File: config.mk
export PLATFORM = sky130hd
export DESIGN_NAME = ram_test_seq
export DESIGN_NICKNAME = d
export VERILOG_FILES = /design/src/rtl/ram_test_seq.sv
export SDC_FILE = /design/constraint.sdc
export NUM_CORES = 1
export LEC_CHECK = 0
export CAP_MARGIN = 20
export CORE_MARGIN = 4
export CORE_UTILIZATION = 38
export CTS_BUF_LIST = sky130_fd_sc_hd__clkbuf_16
export DETAILED_ROUTE_END_ITERATION = 8
export GPL_TIMING_DRIVEN = 0
export SYNTH_ARGS = -nofsm -noshare
export SYNTH_HDL_FRONTEND = slang
export SYNTH_SLANG_ARGS = --single-unit
File: constraint.sdc
create_clock -name clk -period 3.65 [get_ports clk]
set_input_delay 0.5475 -clock clk [delete_from_list [all_inputs] [get_ports clk]]
set_output_delay 0.5475 -clock clk [all_outputs]
set_load 0.02 [all_outputs]
File: src/rtl/ram_test_seq.sv
// ram_test_seq: writes a seed-derived pattern (seed+i) over a wrapping RAM window, reads it back and counts mismatches.
// Latency: 2*(len+1)+1 busy cycles per test; done pulses in the first idle cycle after, with pass/err_count valid there.
// Backpressure: none; start is taken only while idle (including the done cycle) and ignored while busy.
// Ports: clk/rst (sync, active-high); start/base_addr/len/seed request a test;
//        ram_we/ram_re/ram_addr/ram_din drive the RAM, ram_dout returns read data one cycle after a read;
//        busy/done/pass/err_count/first_err_addr report progress and result.
module ram_test_seq #(
    parameter int ADDR_W = 4,
    parameter int DATA_W = 8
) (
    input  logic              clk,
    input  logic              rst,
    input  logic              start,
    input  logic [ADDR_W-1:0] base_addr,
    input  logic [ADDR_W-1:0] len,
    input  logic [DATA_W-1:0] seed,
    output logic              ram_we,
    output logic              ram_re,
    output logic [ADDR_W-1:0] ram_addr,
    output logic [DATA_W-1:0] ram_din,
    input  logic [DATA_W-1:0] ram_dout,
    output logic              busy,
    output logic              done,
    output logic              pass,
    output logic [ADDR_W:0]   err_count,
    output logic [ADDR_W-1:0] first_err_addr
);

    typedef enum logic [1:0] {IDLE, WRITE, READ, DRAIN} state_t;

    localparam logic [ADDR_W:0] ERR_ONE = (ADDR_W+1)'(1);

    state_t            state, state_nxt;
    logic [ADDR_W-1:0] idx, idx_nxt, idx_inc;
    logic [ADDR_W-1:0] base_q, len_q;
    logic [DATA_W-1:0] seed_q;
    logic              last;

    // Next values of the registered RAM-side outputs.
    logic              we_nxt, re_nxt;
    logic [ADDR_W-1:0] addr_nxt;
    logic [DATA_W-1:0] din_nxt;

    // Compare pipeline: expected data/address of the read issued last cycle.
    logic              cmp_vld;
    logic [DATA_W-1:0] exp_dat;
    logic [ADDR_W-1:0] exp_addr;
    logic              mismatch;

    assign idx_inc  = idx + ADDR_W'(1);
    assign last     = (idx == len_q);
    assign mismatch = cmp_vld && (ram_dout != exp_dat);

    always_ff @(posedge clk) begin
        if (rst) begin
            state <= IDLE;
        end else begin
            state <= state_nxt;
        end
    end

    // idx is the word index of the access being presented in the current cycle,
    // so outputs for word idx+1 are computed here and registered at the edge.
    always_comb begin
        state_nxt = state;
        idx_nxt   = idx;
        we_nxt    = 1'b0;
        re_nxt    = 1'b0;
        addr_nxt  = '0;
        din_nxt   = '0;
        case (state)
            IDLE: begin
                if (start) begin
                    state_nxt = WRITE;
                    idx_nxt   = '0;
                    we_nxt    = 1'b1;
                    addr_nxt  = base_addr;
                    din_nxt   = seed;
                end
            end
            WRITE: begin
                if (last) begin
                    state_nxt = READ;
                    idx_nxt   = '0;
                    re_nxt    = 1'b1;
                    addr_nxt  = base_q;
                end else begin
                    idx_nxt  = idx_inc;
                    we_nxt   = 1'b1;
                    addr_nxt = base_q + idx_inc;
                    din_nxt  = seed_q + DATA_W'(idx_inc);
                end
            end
            READ: begin
                if (last) begin
                    state_nxt = DRAIN;
                end else begin
                    idx_nxt  = idx_inc;
                    re_nxt   = 1'b1;
                    addr_nxt = base_q + idx_inc;
                end
            end
            DRAIN: begin
                state_nxt = IDLE;
            end
            default: begin
                state_nxt = IDLE;
            end
        endcase
    end

    always_ff @(posedge clk) begin
        if (rst) begin
            idx            <= '0;
            base_q         <= '0;
            len_q          <= '0;
            seed_q         <= '0;
            ram_we         <= 1'b0;
            ram_re         <= 1'b0;
            ram_addr       <= '0;
            ram_din        <= '0;
            busy           <= 1'b0;
            done           <= 1'b0;
            pass           <= 1'b0;
            err_count      <= '0;
            first_err_addr <= '0;
            cmp_vld        <= 1'b0;
            exp_dat        <= '0;
            exp_addr       <= '0;
        end else begin
            idx      <= idx_nxt;
            ram_we   <= we_nxt;
            ram_re   <= re_nxt;
            ram_addr <= addr_nxt;
            ram_din  <= din_nxt;
            busy     <= (state_nxt != IDLE);
            done     <= (state == DRAIN);

            // Read data arrives the cycle after the read, so the expectation
            // for the address presented now is held one cycle.
            cmp_vld  <= (state == READ);
            exp_dat  <= seed_q + DATA_W'(idx);
            exp_addr <= ram_addr;

            if (mismatch) begin
                err_count <= err_count + ERR_ONE;
                if (err_count == '0) begin
                    first_err_addr <= exp_addr;
                end
            end

            // DRAIN carries the final compare, so fold it into pass directly.
            if (state == DRAIN) begin
                pass <= (err_count == '0) && !mismatch;
            end

            if (state == IDLE && start) begin
                base_q         <= base_addr;
                len_q          <= len;
                seed_q         <= seed;
                err_count      <= '0;
                pass           <= 1'b0;
                first_err_addr <= '0;
            end
        end
    end

endmodule

==> flow_summary.toml <==
[clock_tree]
clk_path_buf_depth = 2
clock_sinks = 61
cts_resized = 0
cts_hold_buf = 0
numCtsBuffers = 9
clk_latency_ps = 320
htree_levels = 3
clkSlewWorstSetupHoldPaths_ps = 50
cts_tree = "built"
root_buffer = "clkbuf_16"
postCtsSetupBuffers = 0

[final_layout]
final_nets = 429
area.growth.synth_to_final_pct = 33.8
post-route-util = 0.522
instances_no_fill = 484
drive_above_1_share = 0.0494
antenna_cells = 0

[grt]
antenna_found_initial = 0
grt-ovfl-total = 0
grt_pass1_wl_um = 11200
grt_pass1_vias = 2393
grt_max_degree = 11
track_usage = 0.163

[synth]
synthArstFlopShare = 0
synth_edf_count = 0
ys_seq_area_frac = 0.434
synthCells = 317
yosysMostFrequentCell = "dfxtp_1"
syn_area_per_cell_um2 = 8.88
ys_warn_count = 0
ys_types = 43
synth_flop_cell = "dfxtp_1"
synth_area_leaders = "dfxtp_1, ha_1, a21oi_1"
syn_area_um2 = 2810
synth_fp_nets = 366
synth_top_cell_by_area = "dfxtp_1"
synth_common_cells = "dfxtp_1, nand2_1, a21oi_1"
ys_ff_latch = 61
synth_top_area_share = 0.434

[detailed_routing]
wl_per_cell_um = 13.7
drc = 0
dr.pass1.iters = 4
drt_wl_total_um = 6620
num_vias = 2366
via_per_inst = 4.89
antenna_left = 0
drt-initial-drc-count = 94

[pwr]
leakagePower_nw = 1.45
power_mw = 2.09
ir_worst_vdd_uv = 300
p_per_area_nw_per_um2 = 556

[placement]
dp_cells = 468
io_buffers = 52
hpwlAfterDp_um = 5070
pre_cts_slack_ps = 1250
gp_congestion = 0.835

[floorplan]
ios = 53
start_util = 0.390
chipWidth_um = 94.1
die_area_um2 = 8850
core_um2 = 7210
die_h_um = 94.1
row_count = 31

[sta]
finalMaxSlewViolations = 0
hold_violations = 0
finalWorstSetupSlack_ps = 1430
finalSetupTns_ps = 0
maxSlewHeadroom = 0.449
finClkSkew_ps = 4.44
worst_pin_slew_ps = 821
fmax_ghz = 0.450
finalCriticalPeriod_ps = 2220
rsz0062_at_grt = "no"
setup_viol = 0
finalCritPeriodShare = 0.608

[critical_path]
critPathKind = "flip-flop to flip-flop"
critPathArrivalTime_ps = 2470
crit_required_ps = 3900
critPathLaunchType = "flip-flop"
crit_fanout = 6
cp-end-kind = "flip-flop"

[hold_path]
hp-class = "flip-flop to flip-flop"

[run_status]
outcome = "completed"

[flow_run]
cap_violations = 0
==> placed cells by master (no fill, tap or decap), types with 3 or more instances in the layout <==
cell type / netlist / routed
fa_1: 3 / 3
nand3_1: 10 / 10
clkbuf_16: 0 / 9
o22ai_1: 3 / 3
xnor2_1: 19 / 19
clkbuf_1: 7 / 7
inv_1: 15 / 17
nand4_1: 3 / 3
clkinv_2: 0 / 3
a21oi_1: 38 / 38
dfxtp_1: 61 / 61
o211ai_1: 3 / 3
nand2_1: 46 / 46
ha_1: 19 / 19
nor2b_1: 9 / 9
o21ai_1: 3 / 3
o21ai_0: 13 / 13
a21o_1: 4 / 4
clkdlybuf4s50_1: 0 / 52
nor2_1: 18 / 18
a22oi_1: 4 / 4
or3_1: 7 / 7
xor2_1: 5 / 5
==> metal layers <==
| metal | wire length, um | vias to the layer above | global-route usage |
|---|---|---|---|
| met3 | 318 | 9 | 0.0353 |
| met4 | 108 | 0 | 0.0638 |
| li1 | - | 1221 | - |
| met2 | 3050 | 66 | 0.263 |
| met5 | 0 | - | 0 |
| met1 | 3140 | 1070 | 0.212 |
==> stage by stage <==
| step | instance area [um^2] | hold slack [ps] |
|---|---|---|
| floorplan | 2810 | 421 |
| global route | 3770 | 457 |
| finish | 3770 | 437 |
| detailed placement | 3460 | 434 |
| CTS | 3770 | 443 |
| global placement | 3460 | 423 |
==> critical path: stages, from the launching register on <==
cell and delay (ps):
dfxtp_1 360, inv_1 100, ha_1 260, inv_1 100, a41oi_1 520, o21ai_1 260
or3b_1 420, a21oi_2 130
==> sequential cells by signal, summed over array words and instances (netlist names), 2 cells and up <==
signal	cells
base_q	4
err_count	5
exp_addr	4
exp_dat	8
first_err_addr	4
idx	4
len_q	4
ram_addr	4
ram_din	8
seed_q	8
state	2
==> final cells by class <==
| class | instances | area (um^2) |
|---|---|---|
| sequential | 61 | 1220 |
| timing repair buffer | 52 | 520 |
| fill | 699 | 3450 |
| multi-input combinational | 233 | 1510 |
| tap | 99 | 124 |
| inverter | 15 | 56.3 |
| clock inverter | 7 | 82.6 |
| buffer | 8 | 30.0 |
| clock buffer | 9 | 225 |
==> power breakdown <==
part / switching, mW / internal [mW]
registers: 0.0409 / 0.735
logic: 0.261 / 0.190
clock network: 0.279 / 0.588
==> kinds of logic (layout without fill, tap and decap cells) <==
logic type / after synthesis / after routing / share of synthesized area
xor+xnor: 25 / 25 / 0.0827
simple gates: 105 / 105 / 0.176
buf+inv: 23 / 91 / 0.0307
mux: 1 / 1 / 0.00356
compound gates: 80 / 80 / 0.168
fa+ha+maj: 22 / 22 / 0.106
flops: 61 / 61 / 0.434
==> final timing paths <==
check         startpoint           endpoint  slack (ps)  cells past startpoint
max             state[1]             idx[3]        1430                      7
min          exp_addr[3]  first_err_addr[3]         440                      2
max reg2reg     state[1]             idx[3]        1430                      7
min reg2reg  exp_addr[3]  first_err_addr[3]         440                      2
(Power assumes the default switching activity.)
